### src/rtl/lfsr_seq_pkg.sv
// Shared types and helpers for the LFSR symbol-sequence generator.
package lfsr_seq_pkg;

  typedef enum logic [1:0] {StIdle, StGen, StReplay} state_e;

  localparam logic [3:0]  TAPS_W4  = 4'h9;
  localparam logic [7:0]  TAPS_W8  = 8'hB8;
  localparam logic [15:0] TAPS_W16 = 16'hB400;

  // Fibonacci shift-left step; callers truncate to their own register width.
  function automatic logic [31:0] lfsr_next(input logic [31:0] q, input logic [31:0] taps);
    return {q[30:0], ^(q & taps)};
  endfunction

endpackage

### src/rtl/lfsr_core.sv
// LFSR register with load and step; never holds the all-zero lock-up state.
module lfsr_core
  import lfsr_seq_pkg::*;
#(
  parameter int unsigned      WIDTH = 8,
  parameter logic [WIDTH-1:0] TAPS  = TAPS_W8
) (
  input  logic             clk,
  input  logic             reset,
  input  logic             step,
  input  logic             load,
  input  logic [WIDTH-1:0] load_val,
  output logic [WIDTH-1:0] q
);

  logic [WIDTH-1:0] q_next;

  assign q_next = WIDTH'(lfsr_next(32'(q), 32'(TAPS)));

  // Zero on either path is replaced by 1 so the sequence can never stall.
  always_ff @(posedge clk or posedge reset) begin
    if (reset) begin
      q <= WIDTH'(1);
    end else if (load) begin
      q <= (load_val == '0) ? WIDTH'(1) : load_val;
    end else if (step) begin
      q <= (q_next == '0) ? WIDTH'(1) : q_next;
    end
  end

endmodule

### src/rtl/lfsr_seq_gen.sv
// Memory-game symbol generator: LFSR-filled buffer with append and valid/ready replay.
module lfsr_seq_gen
  import lfsr_seq_pkg::*;
#(
  parameter int unsigned      WIDTH = 8,
  parameter logic [WIDTH-1:0] TAPS  = TAPS_W8,
  parameter int unsigned      SYM_W = 2,
  parameter int unsigned      DEPTH = 16,
  parameter int unsigned      LEN_W = 5
) (
  input  logic             clk,
  input  logic             reset,
  input  logic             seed_load,
  input  logic [WIDTH-1:0] seed,
  input  logic             gen_start,
  input  logic [LEN_W-1:0] gen_len,
  input  logic             append,
  input  logic             replay_start,
  input  logic             sym_ready,
  output logic             sym_valid,
  output logic [SYM_W-1:0] sym,
  output logic             sym_last,
  output logic [LEN_W-1:0] seq_len,
  output logic             busy,
  output logic             done,
  output logic             overflow,
  output logic [WIDTH-1:0] lfsr_q
);

  localparam int unsigned IDX_W = (DEPTH > 1) ? $clog2(DEPTH) : 1;

  state_e           state_q;
  logic [LEN_W-1:0] seq_len_q, target_q, rd_ptr_q;
  logic             sym_valid_q, sym_last_q, done_q, overflow_q;
  logic [SYM_W-1:0] sym_q;
  logic [SYM_W-1:0] sym_buf [DEPTH];

  logic             seed_take, gen_take, app_take, rep_take, lfsr_step, full;
  logic [LEN_W-1:0] gen_target, seq_len_inc, rd_ptr_inc;

  always_comb begin
    seed_take   = (state_q == StIdle) && seed_load;
    gen_take    = (state_q == StIdle) && !seed_load && gen_start && (gen_len != '0);
    app_take    = (state_q == StIdle) && !seed_load && !gen_start && append;
    rep_take    = (state_q == StIdle) && !seed_load && !gen_start && !append &&
                  replay_start && (seq_len_q != '0);
    // Idle free-run pauses on any cycle a command is accepted (incl. refused append).
    lfsr_step   = (state_q == StGen) ||
                  ((state_q == StIdle) && !(seed_take || gen_take || app_take || rep_take));
    gen_target  = (gen_len > LEN_W'(DEPTH)) ? LEN_W'(DEPTH) : gen_len;
    seq_len_inc = seq_len_q + 1'b1;
    rd_ptr_inc  = rd_ptr_q + 1'b1;
    full        = (seq_len_q == LEN_W'(DEPTH));
  end

  lfsr_core #(
    .WIDTH (WIDTH),
    .TAPS  (TAPS)
  ) u_lfsr_core (
    .clk      (clk),
    .reset    (reset),
    .step     (lfsr_step),
    .load     (seed_take),
    .load_val (seed),
    .q        (lfsr_q)
  );

  always_ff @(posedge clk) begin
    if (state_q == StGen) begin
      sym_buf[seq_len_q[IDX_W-1:0]] <= lfsr_q[SYM_W-1:0];
    end
  end

  always_ff @(posedge clk or posedge reset) begin
    if (reset) begin
      state_q     <= StIdle;
      seq_len_q   <= '0;
      target_q    <= '0;
      rd_ptr_q    <= '0;
      sym_valid_q <= 1'b0;
      sym_q       <= '0;
      sym_last_q  <= 1'b0;
      done_q      <= 1'b0;
      overflow_q  <= 1'b0;
    end else begin
      done_q     <= 1'b0;
      overflow_q <= 1'b0;
      unique case (state_q)
        StIdle: begin
          if (gen_take) begin
            seq_len_q <= '0;
            target_q  <= gen_target;
            state_q   <= StGen;
          end else if (app_take) begin
            if (full) begin
              overflow_q <= 1'b1;
            end else begin
              target_q <= seq_len_inc;
              state_q  <= StGen;
            end
          end else if (rep_take) begin
            rd_ptr_q    <= '0;
            sym_q       <= sym_buf[0];
            sym_last_q  <= (seq_len_q == LEN_W'(1));
            sym_valid_q <= 1'b1;
            state_q     <= StReplay;
          end
        end
        StGen: begin
          seq_len_q <= seq_len_inc;
          if (seq_len_inc == target_q) begin
            state_q <= StIdle;
            done_q  <= 1'b1;
          end
        end
        StReplay: begin
          if (sym_valid_q && sym_ready) begin
            if (sym_last_q) begin
              sym_valid_q <= 1'b0;
              done_q      <= 1'b1;
              state_q     <= StIdle;
            end else begin
              rd_ptr_q   <= rd_ptr_inc;
              sym_q      <= sym_buf[rd_ptr_inc[IDX_W-1:0]];
              sym_last_q <= (rd_ptr_inc == seq_len_q - 1'b1);
            end
          end
        end
        default: state_q <= StIdle;
      endcase
    end
  end

  assign sym_valid = sym_valid_q;
  assign sym       = sym_q;
  assign sym_last  = sym_last_q;
  assign seq_len   = seq_len_q;
  assign busy      = (state_q != StIdle);
  assign done      = done_q;
  assign overflow  = overflow_q;

endmodule

### config.mk
export PLATFORM = sky130hd
export DESIGN_NAME = lfsr_seq_gen
export DESIGN_NICKNAME = d
export VERILOG_FILES = /design/src/rtl/lfsr_seq_pkg.sv /design/src/rtl/lfsr_core.sv /design/src/rtl/lfsr_seq_gen.sv
export SDC_FILE = /design/constraint.sdc
export NUM_CORES = 1
export LEC_CHECK = 0
export ABC_AREA = 1
export CORE_AREA = 2 2 111 86
export CTS_CLUSTER_DIAMETER = 100
export DETAILED_ROUTE_END_ITERATION = 8
export DIE_AREA = 0 0 113 88
export PLACE_DENSITY = 0.58
export SETUP_SLACK_MARGIN = 0.2
export SYNTH_ARGS = -nofsm -noshare
export SYNTH_HDL_FRONTEND = slang
export SYNTH_SLANG_ARGS = --single-unit
### constraint.sdc
create_clock -name clk -period 1.7 [get_ports clk]
set_input_delay 0.255 -clock clk [delete_from_list [all_inputs] [get_ports clk]]
set_output_delay 0.255 -clock clk [all_outputs]
set_load 0.1 [all_outputs]
# Word-level counts from Yosys, hierarchy flattened
# Memory sizes are Yosys's and may differ from the RTL's.
# Index checks and enable logic that the tools add are counted.
# op_classes
addsub	3
magnitude_cmp	1
eq_ne	17
mux	52
n_reduce_logical	36
# ops
operator	n
5-bit 2-to-1 mux	10
8-bit 2-to-1 mux	4
32-bit parity	1
2-bit 2-to-1 mux	12
5-bit case mux with 2 select lines	2
1-bit 2-to-1 mux	19
8-bit zero test	2
2-bit inequality test (second input constant)	8
6-bit AND reduction	2
1-bit logical AND	11
5-bit by 1-bit adder with 5-bit output (second input constant)	2
5-bit == test	2
5-bit AND reduction	2
2-bit nonzero test	5
5-bit nonzero test	2
4-bit inequality test (second input constant)	2
1-bit case mux with 2 select lines	3
2-bit case mux with 3 select lines	1
5-bit by 1-bit == test with 1-bit output (second input constant)	1
5-bit == test (second input constant)	1
5-bit greater-than comparator (second input constant)	1
5-bit by 1-bit subtractor with 5-bit output (second input constant)	1
1-bit zero test	4
1-bit logical OR	4
other kinds (7)	7
# totals
register_bits	31
ramBits	32
inputBits	20
output_inout_bits	20
wordCells	120
mem_count	1
# memory_table
name	words	word_bits	rd	rd_clocked_by_memory_dff	wr	line_no	source
sym_buf	16	2	2	0	1	lfsr_seq_gen.sv:36	logic [SYM_W-1:0] sym_buf [DEPTH];

# Logic depth before layout (Yosys ltp)
# Gate-level depths: netlist (run 1).
# logic_depth
ltp_word	12
mapped_depth	12
mapped_depth_nobuf	11

# By module
# A second synthesis (run 1) with hierarchy kept.
# hier_totals
hier_cells	422
hier_area_um2	3443.3
# by_module_without_submodules
module	n_inst	cells_each	area_each_um2	seq_area_each_um2
lfsr_seq_gen	1	351	2945.3	1536.5
lfsr_core	1	71	498.0	201.4

# Worst setup path after synthesis (run 1)
# Ideal clock, no wire load.
# synth_path
path_kind	flip-flop to flip-flop
start	register seq_len_q[0], in the netlist seq_len[0]
end	register state_q[1]
setup_time_ns	0.117
arrival_ns	2.352
required_time_ns	1.583
setup_slack_ns	-0.769
stages_incl_launch_ff	11
n_path_buf	0
period_less_slack_ns	2.469
path_cell_list	dfrtp_1 inv_1 ha_1 xnor2_1 nand2_1 nor2_1 nand4_1 nand2_1 nand2_1 nand2_1 nand2_1
# synth_via
elab_chain_cells	4
elab_cells_between_ends	9
cone_classes	1 x add/sub; 5 x eq/ne; 3 x reduce/logical
# synth_rtl
element	line_no	source
start: declaration	lfsr_seq_gen.sv:33	logic [LEN_W-1:0] seq_len_q, target_q, rd_ptr_q;
start signal: assignment	lfsr_seq_gen.sv:110	seq_len_q <= seq_len_inc;
5-bit by 1-bit adder with 5-bit output or 5-bit nonzero test (tied branches)	lfsr_seq_gen.sv:51, lfsr_seq_gen.sv:46	
5-bit == test or 1-bit logical AND (tied branches)	lfsr_seq_gen.sv:111, lfsr_seq_gen.sv:46	
2-bit by 1-bit inequality test with 1-bit output (no source line) or 4-bit inequality test (tied branches)	--	
5-bit AND reduction (no source line) (*)	--	
end signal: assignment	lfsr_seq_gen.sv:106	state_q <= StReplay;
end signal: assignment	lfsr_seq_gen.sv:112	state_q <= StIdle;
end signal: assignment	lfsr_seq_gen.sv:121	state_q <= StIdle;
end: declaration	lfsr_seq_gen.sv:32	state_e state_q;
# Mark *: on every way between the ends. The rest lies on a longest branch, timed or not.
# A chain may end at the register's enable or synchronous reset.

# Final worst setup path (run 1)
# layout_path
start	register state_q[1]
end	register state_q[1]
# layout_via
elab_chain_cells	8
elab_cells_between_ends	20
cone_classes	7 x eq/ne; 3 x mux; 10 x reduce/logical
# layout_rtl
element	line_no	source
start signal: assignment	lfsr_seq_gen.sv:76	state_q <= StIdle;
start signal: assignment	lfsr_seq_gen.sv:93	state_q <= StGen;
start signal: assignment	lfsr_seq_gen.sv:99	state_q <= StGen;
2-bit zero test	--	
1-bit logical AND	lfsr_seq_gen.sv:43, lfsr_seq_gen.sv:44, lfsr_seq_gen.sv:45	
1-bit logical AND	lfsr_seq_gen.sv:44, lfsr_seq_gen.sv:45	
1-bit logical AND (2 in series)	lfsr_seq_gen.sv:45	rep_take = (state_q == StIdle) && !seed_load && !gen_start && !append &&
1-bit logical AND	lfsr_seq_gen.sv:46	replay_start && (seq_len_q != '0);
4-bit inequality test (no source line)	--	
5-bit AND reduction (no source line)	--	
# Several ways; a longest one is shown, not always the timed one.

==> key figures, run 1 <==
Status
  – Status: finished with violations
  – Failing checks: setup timing

Logic synthesis
  – Syn Area/Cell: ~8.6 um^2
  – Number of synthesized flops with an enable pin: 32
  – Synth Flop Type: edfxtp_1
  – Syn nets: 434
  – Seq/Total Area, Yosys: between 50% and 60%
  – Count of different cell masters after synthesis: 34
  – Seq cells post-synth: 63
  – Synth Warn #: 0
  – Asr flop ratio synth: 49.21%
  – Mapped cell area: ~3500 um^2
  – Cells after synthesis: a little over 400

Placed design
  – PortBufs: 39
  – Gpl congestion: between 0.8 and 0.9
  – Worst slack, placed: -98.55 ps
  – HPWL Detailed: 6721 um
  – Post-place instance area: roughly 4500 um^2

Critical path
  – CP endpoint: state_q[1]
  – Crit path required time: ~1900 ps
  – Worst Path Max Fanout: 4
  – Cell family with most CP delay: flip-flops
  – CP Capture Type: flop
  – Worst Setup SP: state_q[1]
  – R2R Setup Slk: -10 ps
  – Worst Reg-to-Reg Cells: 10
  – Crit path buf inv count: 3
  – Top cell by count, worst path: nand2_1
  – CP Depth: 10
  – CP cell instances: buf_4 -> ha_1 -> inv_2 -> nor2_1 -> inv_1 -> nand3_1 -> a21oi_2 -> nand2_2 -> nand2_1 -> nand2_1
  – Reg-to-Reg Start: state_q[1]
  – Critical setup path kind: flop to flop
  – CP Launch Type: flop
  – Crit path max-delay cell type: dfrtp_1
  – Arrival time at the worst endpoint: between 1500 and 2000 ps
  – Worst path max stage delay: roughly 400 ps
  – R2R Path End: state_q[1]

Clock network
  – Clock root buffer: clkbuf_16
  – Hold Buf Count CTS: 0
  – CTS buffer count: 9
  – H-tree depth: 3
  – Clk slew on worst S/H paths: approximately 60 ps
  – Worst-Skew Late Latency: between 300 and 400 ps
  – Clock Sink Count: 63
  – CTS max path bufs: 2
  – CTS tree: built

Layout
  – Antenna Cells: 0
  – Synth-to-Final Area Change: 53.75%
  – Final Cell Area: approximately 5300 um^2
  – Reg area: about 1800 um^2
  – Final core utilization: roughly 60%
  – Final #Nets: 519
  – Share of layout cells above drive strength 1: between 30% and 40%
  – Fillers: around 730
  – Multi-input gate area: slightly below 2000 um^2

Floorplan
  – Die area: 9944 um^2
  – Die span in y: around 88 um
  – Core Region: a little under 9000 um^2
  – Row Count: 30
  – Initial Util: 39.15%
  – Chip width: around 110 um
  – # IOs: 40

Global routing
  – Largest net degree at the start of global routing: 32
  – First-pass GRT wire length: approximately 16000 um
  – Vias in the first global route: ~3100
  – Overflow after GRT: 0
  – GRT Util Overall: approximately a fifth
  – Initial antenna violation count: 0

Drt
  – Met2 WL: ~4400 um
  – Total Wirelength: between 9000 and 10000 um
  – Post-route DRC: 0
  – Metal-1 WL: 4720 um
  – Uppermost layer routed: met4
  – Vias after detailed routing: around 3100
  – DR iter-0 viols: around 170
  – WL met3: 479 um
  – Post-DR vias/cell: between 5 and 6
  – Routed len/inst: roughly 16 um
  – Drt pass-1 iters: 4
  – Routed Antenna Nets: 0

Timing
  – Unrepaired setup endpoints after global routing: true
  – Max Slew Vio Count: 0
  – Relative slew slack: between 70 and 80%
  – Worst slew pin tran: between 400 and 500 ps
  – Achievable frequency: 0.5843 GHz
  – Worst Skew: 8.739 ps
  – Period utilisation layout: 100.7%
  – Fin. Hold Viols: 0
  – PnR worst setup slack: -11.39 ps
  – Hold Slack: a little over 300 ps
  – Setup-failing EPs final: 3
  – Final critical-path required period: approximately 1700 ps

Hold path
  – Hold WC Path Type: input pin to async pin

Power
  – Switching power: approximately 5.0 mW
  – Overall Power: about 11 mW
  – Worst VDD drop: approximately 1.4 mV
  – P_int: slightly above 6 mW
  – Combinational Power Share: approximately three fifths
  – Pwr dens: approximately 2100 nW/um^2
  – Sequential fraction of design power: a little over a fifth
  – Clock power share: between 15 and 20%
  – Sw frac: 45.02%
  – P_leak: 2.237 nW

Job
  – Maxcap violations: 0
## logic make-up (layout without fill, tap and decap cells)
family | Yosys count | after routing | share of synthesized area (%)
AND/OR/NAND/NOR | 201 | 202 | 25.76
XOR/XNOR | 14 | 14 | 3.535
buffers and inverters | 52 | 140 | 6.313
AO/OA/AOI/OAI | 66 | 67 | 11.04
flip-flops | 63 | 63 | 50.11
adder cells (fa/ha/maj) | 9 | 9 | 3.247
## final cells by class
class,count,area share [%]
Timing Repair Buffer,81,18.35
Sequential cell,63,32.99
Inverter,43,3.332
Tap cell,112,2.628
Multi-Input combinational cell,292,36.20
Clock buffer,9,4.223
Clock inverter,7,2.276
## how the worst min path moves through the flow
| stage | startpoint | endpoint | cells past startpoint |
|---|---|---|---|
| 3_3_place_gp | rd_ptr_q[4] | rd_ptr_q[4] | 2 |
| 4_1_cts | reset | done | 3 |
| 2_1_floorplan | reset | done | 1 |
| 3_5_place_dp | rd_ptr_q[4] | rd_ptr_q[4] | 2 |
| 6_report | reset | done | 3 |
| 5_1_grt | reset | state_q[1] | 3 |
## metrics by stage
stage                     std cells  setup TNS (ps)
after floorplan                 405           -1012
after global placement          578          -842.2
after detailed placement        578           -1477
after global routing            607           -1404
after CTS                       602               0
final                           607          -22.32
## layout by cell type, fill, tap and decap left out, drive strengths merged
master / netlist / final
nor2: 61 / 61
inv: 43 / 42
nand2: 93 / 94
buf: 6 / 61
edfxtp: 32 / 32
clkdlybuf4s50: 0 / 19
dfrtp: 30 / 30
o22ai: 3 / 3
xnor2: 6 / 6
clkinvlp: 0 / 1
ha: 9 / 9
clkinv: 0 / 4
a31oi: 1 / 1
and2: 1 / 1
xor2: 8 / 8
o21ai: 45 / 46
nand3: 40 / 40
a21oi: 9 / 9
o211ai: 7 / 7
bufbuf: 0 / 1
nand4: 5 / 5
bufinv: 0 / 3
clkbuf: 3 / 9
nor3: 1 / 1
dfstp: 1 / 1
a21boi: 1 / 1
## tightest hold or removal path, cell delays in order
cell,delay [ps]
clkdlybuf4s50_1,390
inv_1,50
buf_4,360
## metal layers
layer / up-vias / global-route usage [%]
li1: 1524 / -
met1: 1466 / 28.82
met2: 78 / 31.46
met3: 11 / 5.675
met4: 0 / 5.211
met5: - / 0
## flip-flops by register name, indices dropped and copies added, names as in the netlist
signal,count
done,1
overflow,1
rd_ptr_q,5
seq_len,5
state_q,2
sym,2
sym_buf,32
sym_last,1
sym_valid,1
target_q,5
u_lfsr_core.q,8
## synth_stat cells (3+ instances only)
cell | number | share of area [%]
nand2_1 | 84 | 9.1
o22ai_1 | 3 | 0.54
inv_1 | 41 | 4.4
o21ai_1 | 4 | 0.58
nand2_4 | 4 | 1.3
buf_2 | 3 | 0.43
nand2_2 | 5 | 0.90
nand3_1 | 39 | 5.6
o211ai_1 | 6 | 1.3
edfxtp_1 | 32 | 28
ha_1 | 9 | 3.2
dfrtp_1 | 30 | 22
nor2_1 | 57 | 6.2
a21oi_1 | 7 | 1.0
o21ai_0 | 37 | 5.3
nand4_1 | 5 | 0.90
xor2_1 | 8 | 2.0
xnor2_1 | 6 | 1.5
o21ai_2 | 4 | 1.0
## power groups by stage
| stage | sequential, mW | combinational [mW] | clock (mW) |
|---|---|---|---|
| floorplan | 3.46 | 2.48 | 0 |
| global placement | 2.41 | 5.36 | 0 |
| detailed placement | 2.40 | 5.41 | 0 |
| CTS | 2.41 | 5.94 | 2.15 |
| global route | 2.46 | 6.93 | 2.22 |
| finish | 2.42 | 6.46 | 2.12 |
## what timing repair did
item                                    CTS  global route
cloned                                    3             1
gates resized for setup                  37            62
endpoints found under the setup margin   63            63
pin swaps                                10            18
hold endpoints to repair                  0             0
buffers inserted                          5             4
Power figures use the tool's default switching activity.
==> run 2: changes to the inputs <==
--- a/config.mk
+++ b/config.mk
@@ -6,6 +6,7 @@
 export NUM_CORES = 1
 export LEC_CHECK = 0
 export ABC_AREA = 1
+export ABC_CLOCK_PERIOD_IN_PS = 1700
 export CORE_AREA = 2 2 111 86
 export CTS_CLUSTER_DIAMETER = 100
 export DETAILED_ROUTE_END_ITERATION = 8
==> results of run 2 <==
The final DEF is identical to that of run 1; final timing and power are the same.
==> run 3: changes to the inputs <==
--- a/config.mk
+++ b/config.mk
@@ -11,7 +11,8 @@
 export CTS_CLUSTER_DIAMETER = 100
 export DETAILED_ROUTE_END_ITERATION = 8
 export DIE_AREA = 0 0 113 88
-export PLACE_DENSITY = 0.58
+export DONT_BUFFER_PORTS = 1
+export PLACE_DENSITY = 0.51
 export SETUP_SLACK_MARGIN = 0.2
 export SYNTH_ARGS = -nofsm -noshare
 export SYNTH_HDL_FRONTEND = slang
==> run 3 against run 2 <==
Against the previous run: setup slack better by 79 ps; clock power down 23%; count of clock-buffer cells in the layout up 5; worst hold slack worse by 230 ps; critical endpoint is now busy; the flow finishes with violations (DRC); critical path depth down 5; flip-flop and latch count unchanged; die area unchanged; final area down 12%; highest routed layer unchanged.
==> key figures, run 3 (synthesis gave the netlist of run 1 again) <==
Hold path
  – Hold WC Path Type: input pin to flop
  – Hold Crit Depth: 2
  – Hold_sp: seed[3]
  – Endpoint of the worst hold path: u_lfsr_core.q[3]

Clock network
  – H-tree depth: 3 (unchanged)
  – CTS max path bufs: 2 (unchanged)
  – Worst-Skew Late Latency: 330 ps (about the same)
  – Clock root buffer: clkbuf_16
  – CTS tree: built
  – Clock Sink Count: 63 (unchanged)
  – CTS buffer count: 9 (unchanged)
  – Clk slew on worst S/H paths: 50 ps (about the same)

Status
  – Failing checks: DRC
  – Status: finished with violations

Drt
  – Routed len/inst: 15.80 um (-1.3%)
  – Drt pass-1 iters: 6 (+2)
  – Post-DR vias/cell: 5.043 (-0.58%)
  – Routed Antenna Nets: 0 (unchanged)
  – Post-route DRC: 1 (+1)
  – Total Wirelength: 9213 um (-5.2%)
  – DR iter-0 viols: 190 (+13%)
  – Vias after detailed routing: 2940 (-4.5%)

Timing
  – Achievable frequency: 0.6127 GHz (+4.9%)
  – Setup TNS: 0 ps (+22.32 ps)
  – Unrepaired setup endpoints after global routing: true
  – Setup-failing EPs final: 0 (-3)
  – Fin. Hold Viols: 0 (unchanged)
  – Worst slew pin tran: 425.7 ps (+6.968 ps)
  – Worst Skew: 6.224 ps (-2.515 ps)
  – Max Slew Vio Count: 0 (unchanged)
  – Final critical-path required period: 1632 ps (-79.21 ps)
  – Relative slew slack: 71.62% (-0.46 points)
  – Period utilisation layout: 96.01% (-4.7 points)

Global routing
  – Met1 Use GR: 27.49% (-1.3 points)
  – Initial antenna violation count: 0 (unchanged)
  – Overflow after GRT: 0 (unchanged)
  – GRT Util Overall: 19.82% (-0.64 points)
  – Met3 global-route usage: 6.298% (+0.62 points)
  – Vias in the first global route: 2931 (-4.1%)
  – Largest net degree at the start of global routing: 32 (unchanged)
  – First-pass GRT wire length: 14990 um (-3.6%)
  – Most crowded layer after global routing: met2
  – Met2 Track Usage GR: 30.21% (-1.3 points)

Critical path
  – Crit path buf inv count: 4 (+1)
  – Worst Reg-to-Reg Cells: 10 (unchanged)
  – Critical setup path kind: flop to primary output
  – CP Capture Type: primary output
  – Worst Path Max Fanout: 4 (unchanged)
  – Crit path required time: 1440 ps (-480 ps)
  – R2R Setup Slk: 80 ps (+90 ps)
  – CP cell instances: inv_2 -> ha_4 -> buf_6 -> clkinvlp_4 -> buf_12
  – Cell family with most CP delay: buffers and inverters
  – R2R Path End: state_q[1]
  – Reg-to-Reg Start: seq_len[1]
  – Crit path max-delay cell type: dfrtp_1
  – CP Launch Type: flop
  – Worst path max stage delay: 400 ps (about the same)
  – Arrival time at the worst endpoint: 1380 ps (-550 ps)

Floorplan
  – Core Region: 8859 um^2 (unchanged)
  – Die area: 9944 um^2 (unchanged)
  – Initial Util: 39.15% (unchanged)
  – # IOs: 40 (unchanged)
  – Chip width: 113 um (unchanged)
  – Die span in y: 88 um (unchanged)
  – Row Count: 30 (unchanged)

Placed design
  – PortBufs: 0 (-100%)
  – Gpl congestion: 0.8721 (unchanged)
  – HPWL Detailed: 6495 um (-3.4%)

Layout
  – Final core utilization: 53.22% (-7.0 points)
  – Most frequent cells in the layout: nand2_1, nor2_1, buf_4
  – Commonest non-fill, non-tap cell in the layout: nand2_1
  – Max reg flops: 32 (unchanged)
  – Synth-to-Final Area Change: 35.93%
  – Share of layout cells above drive strength 1: 33.55% (-1.8 points)
  – Antenna Cells: 0 (unchanged)
  – Final #Nets: 495 (-4.6%)

Power
  – Worst VDD drop: 1.524 mV (+5.6%)
  – Pwr dens: 2093 nW/um^2 (+1.4%)
  – Overall Power: 9.866 mW (-10%)
  – P_leak: 1.988 nW (-11%)

Job
  – Maxcap violations: 0 (unchanged)
run 3: power by group:
group	switching [mW]	leakage, nW	internal [mW]
clock network	0.622	0.126	1.02
registers	0.273	0.681	2.03
logic	3.77	1.18	2.15
total	4.67	1.99	5.20
run 3: layer usage:
| layer | part of all wire [%] | routed length (um) |
|---|---|---|
| met4 | 0.73 | 67 |
| met2 | 45 | 4143 |
| met5 | 0 | 0 |
| met1 | 48 | 4410 |
| met3 | 6.4 | 592 |
run 3: cell type report:
type                    instances  area (um^2)
clock buffers                  14        254.0
clock inverters                 2        7.507
fillers                       794         4144
inverters                      43        175.2
multi-input cells             291         1844
flip-flops and latches         63         1759
well taps                     112        140.1
repair buffers                 58        534.3
run 3: metrics by stage:
step           worst slack [ps]  std cells  hold WS [ps]  cell area [um^2]
6_report                  67.82        583         82.81              4715
2_1_floorplan            -137.2        405         357.8              3586
5_1_grt                  -18.12        583         86.29              4715
3_5_place_dp              15.34        549         268.3              4005
4_1_cts                   60.63        576         81.65              4497
3_3_place_gp              23.74        549         271.6              4005
run 3: repair_timing:
action,CTS,global route
hold buffers,1,0
hold endpoints to repair,30,0
setup endpoints to repair,62,64
pin swaps,10,20
resized for setup,39,54
buffers inserted,9,7
cloned,1,0
run 3: worst max path at each step:
stage | start | to | slack, ps | cells after the start
floorplan | state_q[1] | u_lfsr_core.q[3] | -140 | 9
global placement | state_q[1] | sym_buf[0][1] | 20 | 4
detailed placement | seq_len[0] | state_q[1] | 20 | 11
CTS | state_q[1] | sym_buf[3][0] | 60 | 4
global route | state_q[1] | rd_ptr_q[4] | -20 | 10
finish | state_q[1] | busy | 70 | 5
